<file path="config.mk">
export PLATFORM = sky130hd
export DESIGN_NAME = instr_fetch_unit_flat
export DESIGN_NICKNAME = d
export VERILOG_FILES = /design/src/rtl/mips_pkg.sv /design/src/rtl/instr_fetch_unit_if.sv /design/src/rtl/next_pc_calc.sv /design/src/rtl/instr_fetch_unit.sv /design/src/flat_wrapper.sv
export SDC_FILE = /design/constraint.sdc
export NUM_CORES = 1
export LEC_CHECK = 0
export ABC_AREA = 1
export BUFFER_PORTS_ARGS = -buffer_cell sky130_fd_sc_hd__clkbuf_2
export CORE_ASPECT_RATIO = 1.2
export CORE_UTILIZATION = 39
export CTS_CLUSTER_DIAMETER = 60
export DETAILED_ROUTE_END_ITERATION = 10
export SYNTH_ARGS = -nofsm -noshare
export SYNTH_HDL_FRONTEND = slang
export SYNTH_HIERARCHICAL = 1
export SYNTH_SLANG_ARGS = --single-unit
</file>
<file path="constraint.sdc">
create_clock -name clk -period 1.9 [get_ports clk]
set_input_delay 0.095 -clock clk [delete_from_list [all_inputs] [get_ports clk]]
set_output_delay 0.095 -clock clk [all_outputs]
set_load 0.01 [all_outputs]
</file>
<file path="src/rtl/mips_pkg.sv">
// Shared MIPS definitions: opcode/function constants, the NOP encoding and
// the fetch-unit FSM state type.
package mips_pkg;

    localparam logic [5:0]  OP_RTYPE   = 6'd0;
    localparam logic [5:0]  OP_J       = 6'd2;
    localparam logic [5:0]  OP_JAL     = 6'd3;
    localparam logic [5:0]  OP_BEQ     = 6'd4;
    localparam logic [5:0]  OP_BNE     = 6'd5;
    localparam logic [5:0]  FN_JR      = 6'd8;
    localparam logic [5:0]  FN_SYSCALL = 6'd12;

    localparam logic [31:0] NOP_INSTR  = 32'h0000_0000;

    typedef enum logic {
        S_RUN  = 1'b0,
        S_HALT = 1'b1
    } fetch_state_e;

endpackage

</file>
<file path="src/rtl/instr_fetch_unit_if.sv">
// Instruction ROM bus between the fetch unit and the asynchronous-read ROM.
//   imem_addr  : word address driven by the fetch unit
//   imem_rdata : combinational ROM data returned to the fetch unit
// master = fetch unit, slave = ROM.
interface instr_fetch_unit_if #(
    parameter int unsigned IMEM_ADDR_W = 10
);
    logic [IMEM_ADDR_W-1:0] imem_addr;
    logic [31:0]            imem_rdata;

    modport master (output imem_addr, input  imem_rdata);
    modport slave  (input  imem_addr, output imem_rdata);
endinterface

</file>
<file path="src/rtl/next_pc_calc.sv">
// Combinational next-PC arithmetic for the IF stage.
//   pc, id_pc4   : current fetch PC and the IF/ID PC+4
//   instr_low    : id_instr[25:0] (imm16 / target26 fields)
//   rs_val       : forwarded rs value (JR target)
//   sel_jr/jump  : redirect kind; neither set selects the branch target
//   pc_plus4     : sequential PC
//   target       : selected redirect target
module next_pc_calc (
    input  logic [31:0] pc,
    input  logic [31:0] id_pc4,
    input  logic [25:0] instr_low,
    input  logic [31:0] rs_val,
    input  logic        sel_jr,
    input  logic        sel_jump,
    output logic [31:0] pc_plus4,
    output logic [31:0] target
);
    logic [15:0] imm16;
    logic [31:0] br_target;
    logic [31:0] j_target;
    logic [31:0] jr_target;

    always_comb begin
        imm16     = instr_low[15:0];
        pc_plus4  = pc + 32'd4;
        br_target = id_pc4 + {{14{imm16[15]}}, imm16, 2'b00};
        j_target  = {id_pc4[31:28], instr_low, 2'b00};
        jr_target = rs_val & ~32'h3;
        if (sel_jr)
            target = jr_target;
        else if (sel_jump)
            target = j_target;
        else
            target = br_target;
    end
endmodule

</file>
<file path="src/rtl/instr_fetch_unit.sv">
// IF stage plus IF/ID pipeline register of the 5-stage MIPS pipeline.
//   clk, rst_n        : clock, asynchronous active-low reset
//   stall             : load-use stall, freezes PC and IF/ID
//   beq..syscall_halt : ID-stage decoder outputs
//   rs_eq_rt, rs_val  : ID-stage comparator and forwarded rs
//   go                : resume from HALT
//   imem              : instruction ROM bus (master side)
//   id_instr/id_pc4/id_valid, op, func : IF/ID register and decoded fields
//   pc, halted, taken_cnt              : fetch PC, HALT flag, redirect count
module instr_fetch_unit
    import mips_pkg::*;
#(
    parameter logic [31:0] PC_RESET    = 32'h0000_0000,
    parameter int unsigned IMEM_ADDR_W = 10
) (
    input  logic                  clk,
    input  logic                  rst_n,
    input  logic                  stall,
    input  logic                  beq,
    input  logic                  bne,
    input  logic                  jmp,
    input  logic                  jal,
    input  logic                  jr,
    input  logic                  syscall_halt,
    input  logic                  rs_eq_rt,
    input  logic [31:0]           rs_val,
    input  logic                  go,
    instr_fetch_unit_if.master    imem,
    output logic [31:0]           id_instr,
    output logic [31:0]           id_pc4,
    output logic                  id_valid,
    output logic [5:0]            op,
    output logic [5:0]            func,
    output logic [31:0]           pc,
    output logic                  halted,
    output logic [15:0]           taken_cnt
);
    fetch_state_e state_q, state_d;
    logic [31:0]  pc_q, pc_d;
    logic [31:0]  id_instr_q, id_instr_d;
    logic [31:0]  id_pc4_q, id_pc4_d;
    logic         id_valid_q, id_valid_d;
    logic [15:0]  taken_cnt_q, taken_cnt_d;

    logic         qual;
    logic         halt_req;
    logic         taken;
    logic [31:0]  pc_plus4;
    logic [31:0]  target;

    next_pc_calc u_next_pc_calc (
        .pc        (pc_q),
        .id_pc4    (id_pc4_q),
        .instr_low (id_instr_q[25:0]),
        .rs_val    (rs_val),
        .sel_jr    (jr),
        .sel_jump  (jmp || jal),
        .pc_plus4  (pc_plus4),
        .target    (target)
    );

    // A stalled ID instruction has unresolved operands, so it may not act.
    always_comb begin
        qual     = id_valid_q && !stall;
        halt_req = qual && syscall_halt;
        taken    = qual && ((beq && rs_eq_rt) || (bne && !rs_eq_rt) || jmp || jal || jr);
    end

    always_comb begin
        state_d     = state_q;
        pc_d        = pc_q;
        id_instr_d  = id_instr_q;
        id_pc4_d    = id_pc4_q;
        id_valid_d  = id_valid_q;
        taken_cnt_d = taken_cnt_q;
        case (state_q)
            S_RUN: begin
                if (halt_req) begin
                    id_instr_d = NOP_INSTR;
                    id_valid_d = 1'b0;
                    state_d    = S_HALT;
                end else if (taken) begin
                    pc_d       = target;
                    id_instr_d = NOP_INSTR;
                    id_valid_d = 1'b0;
                    if (taken_cnt_q != '1)
                        taken_cnt_d = taken_cnt_q + 16'd1;
                end else if (!stall) begin
                    pc_d       = pc_plus4;
                    id_instr_d = imem.imem_rdata;
                    id_pc4_d   = pc_plus4;
                    id_valid_d = 1'b1;
                end
            end
            S_HALT: begin
                if (go)
                    state_d = S_RUN;
            end
        endcase
    end

    always_ff @(posedge clk or negedge rst_n) begin
        if (!rst_n) begin
            state_q     <= S_RUN;
            pc_q        <= PC_RESET;
            id_instr_q  <= NOP_INSTR;
            id_pc4_q    <= '0;
            id_valid_q  <= 1'b0;
            taken_cnt_q <= '0;
        end else begin
            state_q     <= state_d;
            pc_q        <= pc_d;
            id_instr_q  <= id_instr_d;
            id_pc4_q    <= id_pc4_d;
            id_valid_q  <= id_valid_d;
            taken_cnt_q <= taken_cnt_d;
        end
    end

    assign imem.imem_addr = pc_q[IMEM_ADDR_W+1:2];
    assign id_instr       = id_instr_q;
    assign id_pc4         = id_pc4_q;
    assign id_valid       = id_valid_q;
    assign op             = id_instr_q[31:26];
    assign func           = id_instr_q[5:0];
    assign pc             = pc_q;
    assign halted         = (state_q == S_HALT);
    assign taken_cnt      = taken_cnt_q;
endmodule

</file>
<file path="src/flat_wrapper.sv">
// flat-port wrapper written by rule: the top's interface ports become plain ports
module instr_fetch_unit_flat import mips_pkg::*;
#(
    parameter logic [31:0] PC_RESET    = 32'h0000_0000,
    parameter int unsigned IMEM_ADDR_W = 10
)
  (clk, rst_n, stall, beq, bne, jmp, jal, jr, syscall_halt, rs_eq_rt, rs_val, go, id_instr, id_pc4, id_valid, op, func, pc, halted, taken_cnt, imem_imem_addr, imem_imem_rdata);
  instr_fetch_unit_if #(.IMEM_ADDR_W(IMEM_ADDR_W)) imem_i ();
  input  logic clk;
  input  logic rst_n;
  input  logic stall;
  input  logic beq;
  input  logic bne;
  input  logic jmp;
  input  logic jal;
  input  logic jr;
  input  logic syscall_halt;
  input  logic rs_eq_rt;
  input  logic [31:0] rs_val;
  input  logic go;
  output logic [31:0] id_instr;
  output logic [31:0] id_pc4;
  output logic id_valid;
  output logic [5:0] op;
  output logic [5:0] func;
  output logic [31:0] pc;
  output logic halted;
  output logic [15:0] taken_cnt;
  output wire logic [$bits(imem_i.imem_addr)-1:0] imem_imem_addr;
  input wire logic [$bits(imem_i.imem_rdata)-1:0] imem_imem_rdata;
  assign imem_imem_addr = imem_i.imem_addr;
  assign imem_i.imem_rdata = imem_imem_rdata;
  instr_fetch_unit #(.PC_RESET(PC_RESET), .IMEM_ADDR_W(IMEM_ADDR_W)) u_core (.clk(clk), .rst_n(rst_n), .stall(stall), .beq(beq), .bne(bne), .jmp(jmp), .jal(jal), .jr(jr), .syscall_halt(syscall_halt), .rs_eq_rt(rs_eq_rt), .rs_val(rs_val), .go(go), .imem(imem_i), .id_instr(id_instr), .id_pc4(id_pc4), .id_valid(id_valid), .op(op), .func(func), .pc(pc), .halted(halted), .taken_cnt(taken_cnt));
endmodule
</file>
==> qor.txt, run 1 <==
========================================================================================
H-tree levels .............................................................            4
Fraction of final layout cells sized beyond drive strength 1 ..............        0.389
Number of search-and-repair iterations in the first detailed-routing pass .            6
Latest clock arrival within the worst-skew pair ...........................      0.43 ns
Max-slew violation count ..................................................            0
Clock network fraction of design power ....................................        0.176
Antenna violations before repair ..........................................            0
Wirelength, routed ........................................................      35.2 mm
Highest clock frequency the design can meet ...............................      445 MHz
Via count .................................................................       10,228
Clock Tree Buf Depth ......................................................            2
Class of the most critical setup path .....................................      reg2reg
Unique masters post-synth .................................................           35
Net Count, Synth ..........................................................        1,433
Layout area overhead ......................................................        54.8%
Fraction of the yosys area taken by sequential cells ......................        0.333
Final critical delay including setup and external delays ..................      2.25 ns
Violated checks ........................................................... setup timing
Number of instances in the synthesized netlist ............................        1,326
Critical-path maximum fanout ..............................................            3
Routability congestion estimate from global placement .....................        0.988
Count of max-cap constraint violations ....................................            0
Leftover overflow at the end of global routing ............................            0
Count of buffers from port buffering ......................................          208
Critical path data required time ..........................................      2.20 ns
Clk slew on worst S/H paths ...............................................      0.06 ns
Fin worst setup slack .....................................................    -0.350 ns
# setup viols final .......................................................           29
Critical Path, Cell by Cell ............................................... buf_4 -> ha_4 -> nand2_2 -> nor2_2 -> nand3_1 -> nand3b_1 -> buf_6 -> nand2_1 -> nand3_1 -> nand2_1 -> o21ai_2 -> nand2_1 -> nand3_1 -> nand3_2
Largest stage delay on the critical path ..................................      0.44 ns
EDFF count, synth .........................................................            0
Root Buffer ...............................................................    clkbuf_16
# clock sinks .............................................................          114
Post-Route Skew ...........................................................   0.00846 ns
Detail-routed via count per cell ..........................................         5.11
CTS tree ..................................................................          yes
Maximum number of pins on one net before global-route repair ..............           64
Overall die width .........................................................       137 µm
Boundary pin count ........................................................          211
Fin nets ..................................................................        1,822
Dominant register cell in the synthesized netlist .........................      dfrtp_1
Wire length of the first global-routing pass ..............................      52.6 mm
Number of buffers added by the clock tree synthesis step ..................           17
Post-layout total power ...................................................    18,800 µW
Setup tns final ...........................................................     -6.05 ns
Cell area power density ...................................................  1420 nW/µm²
DRC violation total after the first TritonRoute iteration .................          878
Per-instance average area after synthesis .................................     6.46 µm²
Post-synthesis sequential element count ...................................          114
Leakage power total .......................................................   0.00723 µW
Status .................................................................... complete, but fails checks
Period utilisation layout .................................................         1.18
Comb power frac ...........................................................        0.597
Number of nets with antenna violations after detailed routing .............            0
Internal power of the cells ...............................................    10,400 µW
HPWL Detailed .............................................................      25.2 mm
Arrival time reported for the critical path endpoint ......................      2.55 ns
Overall routing resource usage ............................................        0.312
Unrepaired setup endpoints after global routing ...........................         true
Slew at the pin with the worst max-slew slack .............................     0.483 ns
Area of the die ...........................................................   22,500 µm²
FFs w/ async S/R, synth ...................................................         1.00
Core outline area .........................................................   21,600 µm²
Register share of total power .............................................        0.227
Worst hold-check path type ................................................       in2reg
Switching power ...........................................................      8390 µW
Switching portion of total power ..........................................        0.447
Post-synthesis instance area ..............................................     8560 µm²
Final hold viol count .....................................................            0
Worst voltage drop across the vdd grid ....................................   0.000717 V
Slowest stage cell, crit path .............................................      dfrtp_2
Initial Utilization .......................................................        0.396
Worst hold slack after final layout .......................................    0.0378 ns
Via count of the first global-routing pass ................................        9,754
CP Capture Type ...........................................................    flip-flop
Die height ................................................................       164 µm
Max_slew headroom .........................................................        0.678
Drt wl/cell ...............................................................      17.6 µm
Diode count ...............................................................            0
Worst Setup Start Kind ....................................................    flip-flop
Drt drc ...................................................................            0
Warnings from Yosys .......................................................            6
Row cnt ...................................................................           59
========================================================================================
[power groups by stage]
stage,combinational (µW),clock [µW],sequential [µW]
2_1_floorplan,4010,0,4520
3_3_place_gp,8570,0,4110
3_5_place_dp,8610,0,4120
4_1_cts,10100,3360,4230
5_1_grt,12100,3440,4370
6_report,11200,3310,4260
[layout by cell type (no fill, tap or decap), types with 12 or more instances in the layout]
master / instances
nand2_2: 63
nand4_1: 14
xor2_1: 25
inv_2: 14
a21oi_2: 12
nand2_4: 20
nand2_1: 469
a21oi_1: 16
xnor2_1: 16
dlygate4sd3_1: 35
nand3_2: 27
nor2_2: 20
dfrtp_1: 108
clkbuf_2: 207
buf_4: 175
nand3_1: 91
inv_1: 120
ha_4: 29
nor2_1: 82
nor2_4: 20
o21ai_0: 48
clkbuf_16: 17
[cells in the mapped netlist (6+ instances only)]
| library cell | number | area (µm²) |
|---|---|---|
| a21oi_1 | 30 | 150 |
| buf_4 | 30 | 225 |
| clkbuf_1 | 25 | 93.8 |
| dfrtp_1 | 114 | 2850 |
| ha_1 | 31 | 388 |
| inv_1 | 130 | 488 |
| nand2_1 | 546 | 2050 |
| nand2_2 | 6 | 37.5 |
| nand3_1 | 123 | 616 |
| nand4_1 | 14 | 87.6 |
| nor2_1 | 112 | 420 |
| nor2_4 | 6 | 67.6 |
| nor3_1 | 6 | 30.0 |
| o21ai_0 | 64 | 320 |
| xnor2_1 | 20 | 175 |
| xor2_1 | 28 | 245 |
[worst max-delay path: cells and delay by family, from the launching register on]
kind / cells / cell delay (ns)
fa+ha+maj: 1 / 0.26
compound gates: 1 / 0.15
flops: 1 / 0.44
buf+inv: 2 / 0.31
simple gates: 10 / 0.95
[area by class of cell]
cell class,instances,area (µm²)
fill,1929,8380
multi-input combinational,1013,6010
timing repair buffer,434,2940
sequential,114,2860
inverter,135,508
clock buffer,18,439
tap,274,343
clock inverter,13,150
[final timing paths]
kind / start / endpoint / slack [ns] / depth (start not counted)
worst max-delay path: u_core/id_pc4[3] / u_core/pc[19] / -0.35 / 14
worst min-delay path: rs_val[27] / u_core/pc[27] / 0.04 / 5
worst max register to register: u_core/id_pc4[3] / u_core/pc[19] / -0.35 / 14
worst min register to register: u_core/id_pc4[1] / u_core/id_pc4[1] / 0.51 / 2
max in group asynchronous: rst_n / u_core/id_pc4[3] / 1.12 / 3
min in group asynchronous: rst_n / u_core/id_pc4[27] / 0.10 / 2
[sequential cells by signal, indices dropped and copies added, names as in the netlist]
register          cells
u_core/id_instr      32
u_core/id_pc4        32
u_core/pc            32
u_core/taken_cnt     16
u_core/halted         1
u_core/id_valid       1
[what timing repair did]
action	CTS	global route
pin swaps	76	74
resized for setup	166	114
hold buffers	35	0
buffers inserted	15	15
hold endpoints to repair	147	0
endpoints found under the setup margin	29	39
[routing by layer]
layer	part of all wire	GRT usage	up-vias
li1	-	-	4914
met1	0.42	0.404	4825
met2	0.48	0.519	426
met3	0.072	0.0525	63
met4	0.025	0.115	0
met5	0	0	-
[cells by family (layout without fill, tap and decap cells)]
group | count (synthesis) | count (layout) | synth area share
AND/OR/NAND/NOR | 831 | 831 | 0.404
buffers and inverters | 199 | 600 | 0.104
flip-flops | 114 | 114 | 0.333
AO/OA/AOI/OAI | 101 | 101 | 0.0611
XOR/XNOR | 48 | 48 | 0.0491
adder cells (fa/ha/maj) | 32 | 32 | 0.0477
multiplexers | 1 | 1 | 0.00117
[stage by stage]
| step | std cells | utilization | instance area, µm² | setup slack, ns |
|---|---|---|---|---|
| final | 2001 | 0.613 | 13300 | -0.350 |
| after global routing | 2001 | 0.613 | 13300 | -0.428 |
| after CTS | 1987 | 0.587 | 12700 | -0.240 |
| after detailed placement | 1909 | 0.503 | 10900 | -0.629 |
| after global placement | 1909 | 0.503 | 10900 | -0.707 |
| after floorplan | 1326 | - | 8590 | -0.0574 |
Power figures use the tool's default switching activity.
==> inputs of run 2 (changes only) <==
- CORE_ASPECT_RATIO: 1.2 -> 0.6
- clock period: 1.9 -> 2.7 ns (I/O delays scaled with it)
==> qor.txt, run 2 (synthesized netlist as in run 1, its figures left out) <==
========================================================================================
Leakage power total .......................................................   0.00603 µW   -17%
Final critical delay including setup and external delays ..................      2.45 ns   +0.205 ns
Slew at the pin with the worst max-slew slack .............................     0.716 ns   +0.233 ns
Drt drc ...................................................................            0   unchanged
Maximum number of pins on one net before global-route repair ..............           51   -20%
CTS tree ..................................................................          yes
Period utilisation layout .................................................        0.909   -0.275
Via count of the first global-routing pass ................................        8,586   -12%
Diode count ...............................................................            0   unchanged
Cell area power density ...................................................   953 nW/µm²   -33%
Arrival time reported for the critical path endpoint ......................      2.75 ns   +0.20 ns
Layout area overhead ......................................................        25.0%
Antenna violations before repair ..........................................            0   unchanged
# clock sinks .............................................................          114   unchanged
Filler Cell Count .........................................................        2,213   +15%
Routability congestion estimate from global placement .....................        0.974   -1.4%
Postcts setup bufs ........................................................            0   -15
Boundary pin count ........................................................          211   unchanged
Highest clock frequency the design can meet ...............................      407 MHz   -8.4%
Status .................................................................... finished clean
Drt wl/cell ...............................................................      17.5 µm   -0.54%
Latest clock arrival within the worst-skew pair ...........................      0.43 ns   about the same
Final hold viol count .....................................................            0   unchanged
Overall routing resource usage ............................................        0.293   -0.0190
Post-Route Skew ...........................................................    0.0110 ns   +0.00253 ns
Slowest stage cell, crit path .............................................         fa_1
HPWL Detailed .............................................................      24.6 mm   -2.1%
Fraction of final layout cells sized beyond drive strength 1 ..............        0.187   -0.202
Clk slew on worst S/H paths ...............................................      0.06 ns   about the same
Fin nets ..................................................................        1,651   -9.4%
Number of buffers added by the clock tree synthesis step ..................           17   unchanged
Count of buffers from port buffering ......................................          208   unchanged
Critical path buffers and inverters .......................................            0   -2
Critical-path maximum fanout ..............................................            4   +1
Post-route core utilization ...............................................        0.504   -0.109
Initial Utilization .......................................................        0.403   +0.00730
Largest stage delay on the critical path ..................................      0.43 ns   about the same
Row cnt ...................................................................           41   -31%
DRC violation total after the first TritonRoute iteration .................          843   -4.0%
Worst Setup Start Kind ....................................................    flip-flop
Critical Path, Cell by Cell ............................................... ha_1 -> fa_1 -> nand3_1 -> nand3_2 -> nand3_1 -> nand3_1 -> nand3_1 -> nand2_1 -> nand2_1 -> nand3_1 -> nand2_1 -> nand2_1 -> nand3_1 -> nand3_1
Core outline area .........................................................   21,200 µm²   -1.8%
Wire length of the first global-routing pass ..............................      49.6 mm   -5.8%
Number of nets with antenna violations after detailed routing .............            0   unchanged
Global routing usage on met1 ..............................................        0.441   +0.0371
GR peak layer .............................................................         met1
Critical path data required time ..........................................      3.00 ns   +0.80 ns
Setup tns final ...........................................................         0 ns   +6.05 ns
Area of the die ...........................................................   22,600 µm²   about the same
Overall die width .........................................................       193 µm   +41%
M2 GR Usage ...............................................................        0.391   -0.128
Post-layout total power ...................................................    10,200 µW   -46%
Leading cell types in the layout, fill and taps excluded .................. nand2_1 (546), clkbuf_2 (207), inv_1 (130), nand3_1 (122), dfrtp_1 (113)
Max_slew headroom .........................................................        0.523   -0.155
CP Capture Type ...........................................................    flip-flop
Unrepaired setup endpoints after global routing ...........................        false
# setup viols final .......................................................            0   -100%
Wirelength, routed ........................................................      32.1 mm   -8.8%
H-tree levels .............................................................            4   unchanged
Class of the most critical setup path .....................................      reg2reg
Clock Tree Buf Depth ......................................................            2   unchanged
Most used cell, CP ........................................................      nand3_1
Met3 layer usage reported by global route .................................        0.101   +0.0489
Max-slew violation count ..................................................            0   unchanged
Number of search-and-repair iterations in the first detailed-routing pass .            8   +2
Most common cell after layout, fill and taps aside ........................      nand2_1
Count of max-cap constraint violations ....................................            0   unchanged
Worst voltage drop across the vdd grid ....................................   0.000502 V   -30%
Family with the most delay on the worst path .............................. simple AND/OR/NAND/NOR gates
Root Buffer ...............................................................    clkbuf_16
Die height ................................................................       117 µm   -29%
Worst hold-check path type ................................................       in2reg
Via count .................................................................        9,245   -9.6%
Detail-routed via count per cell ..........................................         5.04   -1.4%
Leftover overflow at the end of global routing ............................            0   unchanged
========================================================================================
[run 2: tightest hold or removal path, cell delays in order]
cell      delay [ns]
clkbuf_2        0.08
nand3_1         0.11
mux2i_1         0.08
[run 2: path summary, 6_finish.rpt]
check / startpoint / endpoint / slack (ns) / depth (start not counted)
worst max-delay path: u_core/id_pc4[2] / u_core/pc[22] / 0.25 / 14
worst min-delay path: syscall_halt / u_core/halted / 0.02 / 3
max in group asynchronous: rst_n / u_core/id_instr[15] / 1.61 / 3
worst max register to register: u_core/id_pc4[2] / u_core/pc[22] / 0.25 / 14
min in group asynchronous: rst_n / u_core/id_pc4[25] / 0.27 / 2
worst min register to register: u_core/id_pc4[1] / u_core/id_pc4[1] / 0.51 / 2
[run 2: area by class of cell]
cell class / instances / area [µm²] / area share
Timing Repair Buffer: 263 / 1580 / 0.148
Inverter: 135 / 508 / 0.0475
Clock inverter: 12 / 134 / 0.0125
Sequential cell: 114 / 2850 / 0.267
Clock buffer: 19 / 443 / 0.0414
Multi-Input combinational cell: 1013 / 4830 / 0.452
Tap cell: 279 / 349 / 0.0326
[run 2: what timing repair did]
| item | CTS | global route |
|---|---|---|
| setup endpoints to repair | 0 | 7 |
| hold buffers | 34 | 0 |
| endpoints found under the hold margin | 81 | 0 |
| gates resized for setup | 0 | 4 |
[run 2: per-stage QoR]
stage | instances | hold WS, ns | worst slack, ns | instance area (µm²)
finish | 1835 | 0.0191 | 0.245 | 10700
global route | 1835 | 0.0274 | 0.0556 | 10700
CTS | 1835 | 0.00723 | 0.210 | 10700
detailed placement | 1770 | 0.201 | 0.218 | 9770
global placement | 1770 | 0.203 | 0.188 | 9770
floorplan | 1326 | -0.161 | 0.592 | 8560
[run 2: power by group]
group / switching, µW / total [µW] / internal (µW) / leakage, µW
Clock: 888 / 2270 / 1380 / 0.000268
Sequential: 940 / 3220 / 2280 / 0.00149
Combinational: 2960 / 4710 / 1750 / 0.00427
Total: 4790 / 10200 / 5400 / 0.00603
[run 2: per-layer routing]
| metal | wire length [µm] | share of wire |
|---|---|---|
| met5 | 0 | 0 |
| met4 | 384 | 0.012 |
| met3 | 3260 | 0.10 |
| met2 | 12100 | 0.38 |
| met1 | 16400 | 0.51 |
==> inputs of run 3 (changes only) <==
- clock period: 2.7 -> 2.2 ns (I/O delays scaled with it)
==> qor.txt, run 3 (synthesized netlist as in run 1, its figures left out) <==
========================================================================================
Worst hold-check path type ................................................       in2reg
Drt wl/cell ...............................................................      18.4 µm   +5.1%
Boundary pin count ........................................................          211   unchanged
Wirelength, routed ........................................................      35.9 mm   +12%
Number of search-and-repair iterations in the first detailed-routing pass .            9   +1
Layout area overhead ......................................................        47.7%
Latest clock arrival within the worst-skew pair ...........................      0.43 ns   about the same
Unrepaired setup endpoints after global routing ...........................         true
Initial Utilization .......................................................        0.403   unchanged
Family with the most delay on the worst path ..............................  adder cells
FF/Latch Area .............................................................     2870 µm²   +0.39%
Number of buffers added by the clock tree synthesis step ..................           17   unchanged
Filler Cell Count .........................................................        2,011   -9.1%
Arrival time reported for the critical path endpoint ......................      2.65 ns   -0.10 ns
Row cnt ...................................................................           41   unchanged
Antenna violations before repair ..........................................            0   unchanged
Post-layout total power ...................................................    15,800 µW   +55%
Period utilisation layout .................................................         1.04   +0.133
Clk slew on worst S/H paths ...............................................      0.06 ns   about the same
Via count of the first global-routing pass ................................        9,015   +5.0%
Area of the die ...........................................................   22,600 µm²   unchanged
Critical Path, Cell by Cell ............................................... ha_4 -> fa_2 -> buf_4 -> xnor2_1 -> nor2_1 -> a21oi_1 -> o21ai_0 -> buf_4 -> nand3_1 -> nand3_1
GR peak layer .............................................................         met1
Leftover overflow at the end of global routing ............................            0   unchanged
Drt drc ...................................................................            0   unchanged
Most common cell after layout, fill and taps aside ........................      nand2_1
Class of the most critical setup path .....................................      reg2reg
Overall routing resource usage ............................................        0.312   +0.0188
Core outline area .........................................................   21,200 µm²   unchanged
Cell area power density ...................................................  1250 nW/µm²   +31%
Destination of the worst register-to-register timing path ................. u_core/pc[4]
Slowest stage cell, crit path .............................................      o21ai_0
Leakage power total .......................................................   0.00681 µW   +13%
Fraction of final layout cells sized beyond drive strength 1 ..............        0.347   +0.160
Critical path buffers and inverters .......................................            2   +2
M2 GR Usage ...............................................................        0.425   +0.0336
Critical-path maximum fanout ..............................................            2   -2
Max_slew headroom .........................................................        0.601   +0.0785
H-tree levels .............................................................            4   unchanged
DRC violation total after the first TritonRoute iteration .................        1,212   +44%
# clock sinks .............................................................          114   unchanged
Slew at the pin with the worst max-slew slack .............................     0.597 ns   -0.118 ns
Die height ................................................................       117 µm   unchanged
Count of buffers from port buffering ......................................          208   unchanged
Post-route core utilization ...............................................        0.595   +0.0914
Clock Tree Buf Depth ......................................................            2   unchanged
CP Capture Type ...........................................................    flip-flop
Post-Route Skew ...........................................................   0.00854 ns   -0.00245 ns
Worst voltage drop across the vdd grid ....................................   0.000677 V   +35%
HPWL Detailed .............................................................      26.6 mm   +7.9%
Root Buffer ...............................................................    clkbuf_16
Fin worst setup slack .....................................................   -0.0930 ns   -0.338 ns
Leading cell types in the layout, fill and taps excluded .................. nand2_1 (485), clkbuf_2 (207), buf_4 (126), inv_1 (124), dfrtp_1 (104)
Status .................................................................... complete, but fails checks
Maximum number of pins on one net before global-route repair ..............           50   -2.0%
Number of cells on the worst reg-to-reg path ..............................           10   -4
Multi-input logic area ....................................................     5760 µm²   +19%
CTS tree ..................................................................          yes
Global routing usage on met1 ..............................................        0.480   +0.0388
Depth of the worst hold-timing path .......................................            5   +2
Hold path endpoint ........................................................ u_core/pc[24]
# setup viols final .......................................................            1   +1
FF-to-FF setup slack ......................................................     -0.09 ns   -0.34 ns
Violated checks ........................................................... setup timing
Final critical delay including setup and external delays ..................      2.29 ns   -0.162 ns
Critical path data required time ..........................................      2.56 ns   -0.44 ns
Fin nets ..................................................................        1,766   +7.0%
Hold wc startpoint ........................................................   rs_val[24]
Overall die width .........................................................       193 µm   unchanged
Worst Setup Start Kind ....................................................    flip-flop
Met3 layer usage reported by global route .................................       0.0875   -0.0139
Final hold viol count .....................................................            0   unchanged
Routability congestion estimate from global placement .....................        0.933   -4.2%
Highest clock frequency the design can meet ...............................      436 MHz   +7.1%
Max-slew violation count ..................................................            0   unchanged
Wire length of the first global-routing pass ..............................      52.5 mm   +5.9%
Count of max-cap constraint violations ....................................            0   unchanged
Via count .................................................................       10,149   +9.8%
Diode count ...............................................................            0   unchanged
Largest stage delay on the critical path ..................................      0.45 ns   +0.02 ns
Origin of the critical flop-to-flop path .................................. u_core/id_pc4[2]
Number of nets with antenna violations after detailed routing .............            0   unchanged
Detail-routed via count per cell ..........................................         5.20   +3.3%
========================================================================================
[run 3: how the worst max path moves through the flow]
stage	start	end	depth (start not counted)
after global placement	u_core/id_instr[15]	u_core/pc[30]	13
after detailed placement	u_core/id_instr[15]	u_core/pc[27]	13
final	u_core/id_pc4[2]	u_core/pc[4]	10
after CTS	u_core/id_instr[15]	u_core/pc[25]	13
after floorplan	u_core/id_instr[0]	u_core/pc[22]	14
after global routing	u_core/id_pc4[2]	u_core/pc[4]	10
[run 3: per-stage QoR]
stage                     hold slack (ns)  worst slack (ns)  std cells  setup TNS, ns  cell area [µm²]
final                              0.0365           -0.0930       1951        -0.0930            12600
after CTS                          0.0249           -0.0306       1941        -0.0597            11700
after global routing               0.0599            -0.114       1951         -0.790            12600
after global placement              0.100            -0.147       1874         -0.533            10600
after floorplan                    -0.186            0.0922       1326              0             8560
after detailed placement           0.0997           -0.0872       1874         -0.432            10600
[run 3: worst reg2reg max path: stages, from the launching register on]
cell and delay [ns]:
dfrtp_1 0.41, ha_4 0.19, fa_2 0.38, buf_4 0.16, xnor2_1 0.12, nor2_1 0.11, a21oi_1 0.05, o21ai_0 0.45
buf_4 0.20, nand3_1 0.07, nand3_1 0.09
[run 3: cell type report]
cell class,count,area share
clock inverter,14,0.0159
multi-input combinational,1013,0.456
timing repair buffer,378,0.199
tap,279,0.0276
clock buffer,18,0.0347
inverter,135,0.0402
sequential,114,0.227
[run 3: report_power, final]
part	internal, µW	leakage [µW]	switching [µW]	total, µW
sequential	2810	0.00148	1070	3880
combinational	3890	0.00503	4940	8830
clock	1940	0.000308	1140	3090
[run 3: repair_timing]
item,4_1_cts,5_1_grt
cloned,0,1
resized for setup,26,197
setup endpoints to repair,16,28
pin swaps,6,62
hold buffers,35,0
setup buffers,0,9
hold endpoints to repair,64,0
[run 3: routing by layer]
| layer | share of wire | up-vias |
|---|---|---|
| met2 | 0.39 | 513 |
| met4 | 0.0098 | 0 |
| met5 | 0 | - |
| met1 | 0.49 | 4791 |
| met3 | 0.10 | 29 |
| li1 | - | 4816 |
